[src/rtl/port_hub.sv]
// Memory-mapped I/O port hub: video memory write port, keyboard FIFO, SD SPI
// registers and video control, decoded at BASE+0..BASE+7.
module port_hub #(
  parameter logic [15:0] BASE   = 16'h0020,
  parameter int          PTR_W  = 18,
  parameter int          KBD_AW = 4
) (
  input  logic             clock,
  input  logic             reset_n,
  input  logic [15:0]      address,
  input  logic [7:0]       data_w,
  input  logic             we,
  input  logic             rd,
  input  logic [7:0]       ram_q,
  output logic [7:0]       data_r,
  output logic             intr,
  input  logic [7:0]       ps2_data,
  input  logic             ps2_hit,
  output logic             mem_we,
  output logic             mem_sel,
  output logic [PTR_W-1:0] mem_addr,
  output logic [7:0]       mem_d,
  input  logic [7:0]       font_q,
  input  logic [3:0]       himm_q,
  output logic [7:0]       spi_out,
  output logic [1:0]       spi_cmd,
  output logic             spi_sent,
  input  logic [7:0]       spi_din,
  input  logic [1:0]       spi_st,
  output logic [10:0]      cursor,
  output logic             vidmod
);
  localparam int DEPTH = 1 << KBD_AW;

  logic [15:0] offs;
  logic [2:0]  off;
  logic        hit, pop, push_ok, flush, empty, full;

  logic [DEPTH-1:0][7:0] fifo_q, fifo_d;
  logic [KBD_AW-1:0]     wr_ptr_q, wr_ptr_d, rd_ptr_q, rd_ptr_d;
  logic [KBD_AW:0]       count_q, count_d;
  logic                  ovf_q, ovf_d, intr_q, intr_d, irq_en_q, irq_en_d;
  logic [PTR_W-1:0]      ptr_q, ptr_d, mem_addr_q, mem_addr_d;
  logic                  mem_we_q, mem_we_d, mem_sel_q, mem_sel_d;
  logic [7:0]            mem_d_q, mem_d_d, spi_out_q, spi_out_d;
  logic [1:0]            spi_cmd_q, spi_cmd_d;
  logic                  spi_sent_q, spi_sent_d, vidmod_q, vidmod_d;
  logic [10:0]           cursor_q, cursor_d;

  // Unsigned subtract also rejects addresses below BASE (they wrap high).
  assign offs  = address - BASE;
  assign hit   = (offs < 16'd8);
  assign off   = offs[2:0];
  assign empty = (count_q == '0);
  assign full  = (count_q == (KBD_AW+1)'(DEPTH));
  assign pop   = rd && hit && (off == 3'd0) && !empty;
  assign flush = we && hit && (off == 3'd6) && data_w[0];
  // A full FIFO still accepts a byte when the head leaves in the same cycle.
  assign push_ok = ps2_hit && (!full || pop);

  always_comb begin
    fifo_d   = fifo_q;
    wr_ptr_d = wr_ptr_q;
    rd_ptr_d = rd_ptr_q;
    count_d  = count_q;
    ovf_d    = ovf_q;
    intr_d   = intr_q;
    if (flush) begin
      wr_ptr_d = '0;
      rd_ptr_d = '0;
      count_d  = '0;
    end else begin
      if (push_ok) begin
        fifo_d[wr_ptr_q] = ps2_data;
        wr_ptr_d         = wr_ptr_q + 1'b1;
        intr_d           = intr_q ^ irq_en_q;
      end
      if (pop) rd_ptr_d = rd_ptr_q + 1'b1;
      count_d = count_q + {{KBD_AW{1'b0}}, push_ok} - {{KBD_AW{1'b0}}, pop};
    end
    if (we && hit && off == 3'd6 && data_w[1]) ovf_d = 1'b0;
    if (ps2_hit && !push_ok && !flush) ovf_d = 1'b1;
  end

  always_comb begin
    ptr_d      = ptr_q;
    mem_we_d   = 1'b0;
    mem_sel_d  = mem_sel_q;
    mem_addr_d = mem_addr_q;
    mem_d_d    = mem_d_q;
    spi_out_d  = spi_out_q;
    spi_cmd_d  = spi_cmd_q;
    spi_sent_d = 1'b0;
    cursor_d   = cursor_q;
    vidmod_d   = vidmod_q;
    irq_en_d   = irq_en_q;
    if (we && hit) begin
      case (off)
        3'd0: begin
          mem_addr_d = ptr_q;
          mem_d_d    = data_w;
          mem_sel_d  = vidmod_q;
          // Hi-res pixels are 4 bits; larger values are skipped but still advance.
          mem_we_d   = !(vidmod_q && data_w >= 8'h10);
          ptr_d      = ptr_q + 1'b1;
        end
        3'd1: ptr_d = {ptr_q[PTR_W-9:0], data_w};
        3'd2: spi_out_d = data_w;
        3'd3: begin
          spi_cmd_d  = data_w[1:0];
          spi_sent_d = 1'b1;
        end
        3'd4: cursor_d = {cursor_q[2:0], data_w};
        3'd5: vidmod_d = data_w[0];
        3'd7: irq_en_d = data_w[0];
        default: ;
      endcase
    end
  end

  always_ff @(posedge clock or negedge reset_n) begin
    if (!reset_n) begin
      fifo_q     <= '0;
      wr_ptr_q   <= '0;
      rd_ptr_q   <= '0;
      count_q    <= '0;
      ovf_q      <= 1'b0;
      intr_q     <= 1'b0;
      irq_en_q   <= 1'b1;
      ptr_q      <= '0;
      mem_we_q   <= 1'b0;
      mem_sel_q  <= 1'b0;
      mem_addr_q <= '0;
      mem_d_q    <= '0;
      spi_out_q  <= '0;
      spi_cmd_q  <= '0;
      spi_sent_q <= 1'b0;
      cursor_q   <= '0;
      vidmod_q   <= 1'b0;
    end else begin
      fifo_q     <= fifo_d;
      wr_ptr_q   <= wr_ptr_d;
      rd_ptr_q   <= rd_ptr_d;
      count_q    <= count_d;
      ovf_q      <= ovf_d;
      intr_q     <= intr_d;
      irq_en_q   <= irq_en_d;
      ptr_q      <= ptr_d;
      mem_we_q   <= mem_we_d;
      mem_sel_q  <= mem_sel_d;
      mem_addr_q <= mem_addr_d;
      mem_d_q    <= mem_d_d;
      spi_out_q  <= spi_out_d;
      spi_cmd_q  <= spi_cmd_d;
      spi_sent_q <= spi_sent_d;
      cursor_q   <= cursor_d;
      vidmod_q   <= vidmod_d;
    end
  end

  always_comb begin
    data_r = 8'h00;
    if (!hit) data_r = ram_q;
    else begin
      case (off)
        3'd0: data_r = empty ? 8'h00 : fifo_q[rd_ptr_q];
        3'd1: data_r = vidmod_q ? {4'h0, himm_q} : font_q;
        3'd2: data_r = spi_din;
        3'd3: data_r = {spi_st[0], spi_st[1], empty, full, ovf_q, 3'b000};
        3'd5: data_r = {7'b0, vidmod_q};
        3'd6: data_r = 8'(count_q);
        3'd7: data_r = {7'b0, irq_en_q};
        default: data_r = 8'h00;
      endcase
    end
  end

  assign intr     = intr_q;
  assign mem_we   = mem_we_q;
  assign mem_sel  = mem_sel_q;
  assign mem_addr = mem_addr_q;
  assign mem_d    = mem_d_q;
  assign spi_out  = spi_out_q;
  assign spi_cmd  = spi_cmd_q;
  assign spi_sent = spi_sent_q;
  assign cursor   = cursor_q;
  assign vidmod   = vidmod_q;
endmodule

[config.mk]
export PLATFORM = sky130hd
export DESIGN_NAME = port_hub
export DESIGN_NICKNAME = d
export VERILOG_FILES = /design/src/rtl/port_hub.sv
export SDC_FILE = /design/constraint.sdc
export NUM_CORES = 1
export LEC_CHECK = 0
export ABC_AREA = 1
export BUFFER_PORTS_ARGS = -buffer_cell sky130_fd_sc_hd__buf_2
export CAP_MARGIN = 20
export CORE_UTILIZATION = 40
export DETAILED_ROUTE_END_ITERATION = 12
export GPL_TIMING_DRIVEN = 0
export PLACE_DENSITY = 0.54
export SLEW_MARGIN = 0
export SYNTH_ARGS = -nofsm -noshare
export SYNTH_HDL_FRONTEND = slang
export SYNTH_SLANG_ARGS = --single-unit
export TNS_END_PERCENT = 10
[constraint.sdc]
create_clock -name clock -period 3 [get_ports clock]
set_clock_uncertainty 0.1 [all_clocks]
set_input_delay 0.3 -clock clock [delete_from_list [all_inputs] [get_ports clock]]
set_output_delay 0.3 -clock clock [all_outputs]
set_load 0.1 [all_outputs]
; Word-level counts from Yosys, hierarchy flattened
; Cells that the tools add are included.
[totals]
out_inout_bits = 60
latch_bits = 0
memories = 0
mem_bits_rw = 0
romBits = 0
input_bits = 67
regBits = 213
[op_classes]
div = 0
n_lt_le_gt_ge = 5
n_bitwise = 2
shift = 0
reduce_logical = 32
mux = 21
n_addsub = 6
n_eq_ne = 8
n_mul = 0
[op_table]
columns = operator, n
row1 = 128-bit bitwise mux, 1
row2 = 8-bit case mux with 7 select lines, 1
row3 = 8-bit two-way mux, 5
row4 = 18-bit case mux with 2 select lines, 1
row5 = 8-bit binary-select mux with 4-bit select, 1
row6 = 8-bit demux with 4-bit select, 1
row7 = "18-bit by 1-bit adder with 18-bit output, second input constant", 1
row8 = "16-bit by 4-bit < comparator with 1-bit output, second input constant", 1
row9 = 4-bit two-way mux, 4
row10 = 2-bit AND reduction, 8
row11 = "16-bit by 6-bit subtractor with 16-bit output, second input constant", 1
row12 = "3-bit == test, second input constant", 4
row13 = 1-bit logical AND, 12
row14 = "4-bit by 5-bit < comparator with 1-bit output, second input constant", 2
row15 = "4-bit by 1-bit adder with 4-bit output, second input constant", 2
row16 = "8-bit by 5-bit >= comparator with 1-bit output, second input constant", 1
row17 = 2-bit nonzero test, 4
row18 = "3-bit by 2-bit == test with 1-bit output, second input constant", 2
row19 = 1-bit two-way mux, 6
row20 = 5-bit by 1-bit adder with 5-bit output, 1
row21 = "5-bit == test, second input constant", 1
row22 = 1-bit zero test, 5
row23 = 5-bit zero test, 1
row24 = 5-bit two-way mux, 1
row25 = other kinds (7), 7

; Longest topological paths before layout
[depth]
word_depth = 11
depth_mapped = 20

; Least setup slack after synthesis
; OpenSTA, ideal clock, no wires.
[synth_path]
path_kind = input to register
startpoint = input address[5]
endpoint = register count_q[4]
stages = 20
n_path_buf = 1
setup_time_ns = 0.121
arrival_time_ns = 2.701
path_slack_ns = 0.078
cell_sequence = inv_1 -> ha_1 -> nand2_1 -> inv_1 -> nand2_1 -> nor2_1 -> nand2_1 -> buf_2 -> nor3_2 -> ha_1 -> inv_1 -> ha_1 -> inv_1 -> fa_1 -> nor2_1 -> nor2_1 -> nor2_1 -> nor2_1 -> xor2_1 -> nor2_1
[synth_via]
elab_chain_cells = 10
[synth_rtl]
columns = element, line_no
row1 = "start, declared", 10  ; input logic [15:0] address,
row2 = 16-bit by 6-bit subtractor with 16-bit output *, 51  ; assign offs = address - BASE;
row3 = 16-bit by 4-bit < comparator with 1-bit output *, 52  ; assign hit = (offs < 16'd8);
row4 = 1-bit logical AND (3 in series), 56  ; assign pop = rd && hit && (off == 3'd0) && !empty;
row5 = 1-bit logical OR, 59  ; assign push_ok = ps2_hit && (!full || pop);
row6 = 1-bit logical AND, 59
row7 = 5-bit by 1-bit adder with 5-bit output, 79  ; count_d = count_q + {{KBD_AW{1'b0}}, push_ok} - {{KBD_AW{1'b0}}, pop};
row8 = 5-bit by 1-bit subtractor with 5-bit output, 79
row9 = 5-bit two-way mux *, 68  ; if (flush) begin
row10 = named net count_d[4], 41  ; logic [KBD_AW:0] count_q, count_d;
row11 = "end signal, assigned", 144  ; count_q <= count_d;
row12 = "end, declared", 41
; Mark *: on every way through the listed nets, which the timed path passes. The rest lies on a longest branch.
; A chain may end at the register's enable or synchronous reset.

; Worst setup path after layout
[layout_path]
startpoint = register rd_ptr_q[1]
endpoint = output data_r[2]
[layout_via]
elab_chain_cells = 5
[layout_rtl]
columns = element, line_no
row1 = "start, declared", 40  ; logic [KBD_AW-1:0] wr_ptr_q, wr_ptr_d, rd_ptr_q, rd_ptr_d;
row2 = "start signal, assigned", 143  ; rd_ptr_q <= rd_ptr_d;
row3 = 8-bit binary-select mux with 4-bit select, 166  ; 3'd0: data_r = empty ? 8'h00 : fifo_q[rd_ptr_q];
row4 = 8-bit two-way mux (not written as such), 166
row5 = 8-bit two-way mux, 166
row6 = 8-bit case mux with 7 select lines, 165  ; case (off)
row7 = 8-bit two-way mux, 163  ; if (!hit) data_r = ram_q;
row8 = "end, declared", 15  ; output logic [7:0] data_r,
; No other way between the ends. The select of a mux whose other input is x is not followed.

==> impl_results.md <==
- Die W: 171.3 um
- Compound-Gate Fraction of Synth Area: 0.07226
- CP max stage delay: 400 ps
- NumNets Final: 1744
- Synth Net Count: 1591
- CTS Buf Count: 25
- Slew HR: 0.3518
- Pre-antenna DRT Iters: 5
- Crit path buf inv count: 5
- IO Pins: 127
- Htree depth: 1
- Port bufs: 118
- Adder-Cell Fraction of Synth Area: 0.01594
- Initial antenna violation count: 0
- Largest fanout on the critical path: 10
- Worst endpoint required time: 2600 ps
- Vias: 11180
- Top cells by count, synth: nand2_1 (546), dfrtp_1 (212), nand4_1 (135)
- Layout cells sized above 1: 0.1653
- Routed wire length: 40450 um
- Avg Inst Size Synth: 7.591 um2
- Simple-gate share of the synthesized area: 0.3697
- # diodes: 0
- Fin. max-slew vios: 0
- DRC errors left: 0
- CTS Root Cell: clkbuf_16
- DP HPWL: 28460 um
- Area Growth Syn to Fin: 20.40%
- Setup Viol. Count Final: 0
- Hold Crit Class: primary input to register
- Worst Path Arrival: 2580 ps
- Power Density: 728.4 nW/um2
- Iter 0 DRT Violations: 1117
- Slew @ Worst Pin: 968.7 ps
- Largest family of logic cells by synthesized area: simple AND/OR/NAND/NOR gates
- Gate Count Post-Synth: 1510
- Die Ht: 171.3 um
- Peak supply drop: 0.5364 mV
- Post-Syn Area: 11460 um2
- Status: complete, no violations
- Synth Flop Type: dfrtp_1
- Post-DR vias/cell: 5.426
- CP max-delay cell: dfrtp_1
- Seq/Total Area, Yosys: 0.4651
- Worst-path cell chain: buf_6 -> inv_2 -> buf_6 -> buf_6 -> nand2_1 -> nand3_1 -> nand3_1 -> nand2_2 -> nand2_1 -> nand2_1 -> nand2_1 -> nand2_2 -> buf_12
- Cell count after placement: 2007
- Synth warn: 0
- Largest net degree at the start of global routing: 118
- Fin crit period: 2977 ps
- Non-filler cells, final: 2060
- Post-synth ARST share: 1.000
- CP top delay family: simple AND/OR/NAND/NOR gates
- Grt total ovfl: 0
- GP Congestion: 0.9175
- Cell variety after synth: 37
- Clk_lat worst skew: 530 ps
- Area share of the largest cell type after synthesis: 0.4628
- Clock Tree Buf Depth: 3
- Worst-path clk slew: 60 ps
- GRT Total Usage: 0.2780
- Synth Area in XOR/XNOR: 0.003056
- DR WL/cell: 19.64 um
- Core area: 28010 um2
- RSZ-0062 raised after global routing: true
- Seq cells post-synth: 213
- Fin. Hold Viols: 0
- First-pass GRT wire length: 61830 um
- FMAX: 335.9 MHz
- Max_cap viols: 0
- Most used cell, CP: nand2_1
- Post-route ant nets: 0
- Cell Rows: 61
- Area contributors post-synth: dfrtp_1 (46%), nand2_1 (18%), nand4_1 (7.4%), o21ai_0 (4.7%), nor2_1 (4.2%)
- CP Capture Type: primary output
- Count leader, synth: nand2_1
- Proportion of synthesized area in mux cells: 0.003821
- Vias in the first global route: 10520
- Die area: 29340 um2
- CTS tree: built
- CP Launch Type: register
- Final period util: 0.9922
- Clk sinks: 213
- Final Power: 0.01005 W
- Number of flops mapped to enable cells by yosys: 0
- Leakage: 7.227 nW
- Critical path class: register to primary output
- Yosys top cell by area: dfrtp_1
- Initial Utilization: 0.4092
placed cells by master, fill, tap and decap left out, types with 6 or more instances in the layout:
master	synthesis	routed
a21oi_1	19	19
buf_1	13	10
buf_12	0	7
buf_2	21	126
buf_4	15	23
buf_6	1	9
clkbuf_1	41	26
clkbuf_16	0	25
clkbuf_8	0	6
clkinv_2	0	7
dfrtp_1	212	210
ha_1	13	13
inv_1	92	91
nand2_1	546	533
nand2_2	1	14
nand3_1	86	84
nand4_1	135	135
nand4_4	11	11
nor2_1	128	126
nor3_1	14	14
o211ai_1	14	14
o21ai_0	107	102
where the power goes:
group / switching, W / total, W / internal [W] / leakage, nW
Combinational: 0.00164 / 0.00258 / 0.000933 / 4.07
Sequential: 0.000493 / 0.00419 / 0.00370 / 2.72
Clock: 0.00131 / 0.00328 / 0.00197 / 0.430
kinds of logic after synthesis:
logic type      count (synthesis)
compound gates                151
flops                         213
buf+inv                       190
xor+xnor                        4
mux                             4
simple gates                  934
fa+ha+maj                      14
metrics by stage:
stage | hold slack, ps | utilization | TNS, ps | setup WS (ps) | instance area (um2)
after global placement | 358.9 | 0.4472 | -510570 | -2414 | 12530
after CTS | 27.41 | 0.4875 | -2.797 | -2.797 | 13660
final | 43.83 | 0.4927 | 0 | 23.27 | 13800
after global routing | 39.52 | 0.4927 | -38.98 | -18.20 | 13800
after floorplan | -95.59 | - | 0 | 78.05 | 11460
after detailed placement | 296.5 | 0.4485 | -3446 | -549.1 | 12560
layer usage:
| metal | GRT usage | part of all wire | wire length (um) |
|---|---|---|---|
| met1 | 0.3843 | 0.45 | 18190 |
| met2 | 0.4433 | 0.45 | 18190 |
| met3 | 0.04119 | 0.072 | 2912 |
| met4 | 0.09744 | 0.029 | 1167 |
| met5 | 0 | 0 | 0 |
flip-flops by register name (all words and copies together) (netlist names):
signal and count:
fifo_q 128, mem_addr 18, ptr_q 18, cursor 11
mem_d 8, spi_out 8, count_q 5, rd_ptr_q 4
wr_ptr_q 4, spi_cmd 2, intr 1, irq_en_q 1
mem_sel 1, mem_we 1, ovf_q 1, spi_sent 1
vidmod 1
area by class of cell:
| cell class | count | area [um2] |
|---|---|---|
| repair buffers | 128 | 809.5 |
| clock buffers | 29 | 680.7 |
| clock inverters | 17 | 202.7 |
| fillers | 2792 | 14210 |
| flip-flops and latches | 213 | 5334 |
| multi-input cells | 1107 | 5381 |
| inverters | 99 | 381.6 |
| plain buffers | 89 | 538.0 |
| well taps | 378 | 473.0 |
worst min-delay path, cell delays in order:
cell and delay, ps:
buf_2 120, nand3_1 120, nor2_1 80
timing repair:
item	CTS	global route
pin swaps	2	6
setup endpoints to repair	9	9
hold buffers	2	0
endpoints found under the hold margin	98	0
resized for setup	74	36
setup buffers	0	7
path summary, 6_finish.rpt:
path	depth (start not counted)	end	start	slack [ps]
worst min register to register	2	fifo_q[27]	fifo_q[27]	370
worst min-delay path	3	spi_sent	address[1]	40
min in group asynchronous	2	spi_out[6]	reset_n	310
max in group asynchronous	3	mem_addr[15]	reset_n	1370
worst max-delay path	13	data_r[2]	rd_ptr_q[1]	20
worst max register to register	17	count_q[4]	count_q[3]	240
Power figures use the tool's default switching activity.
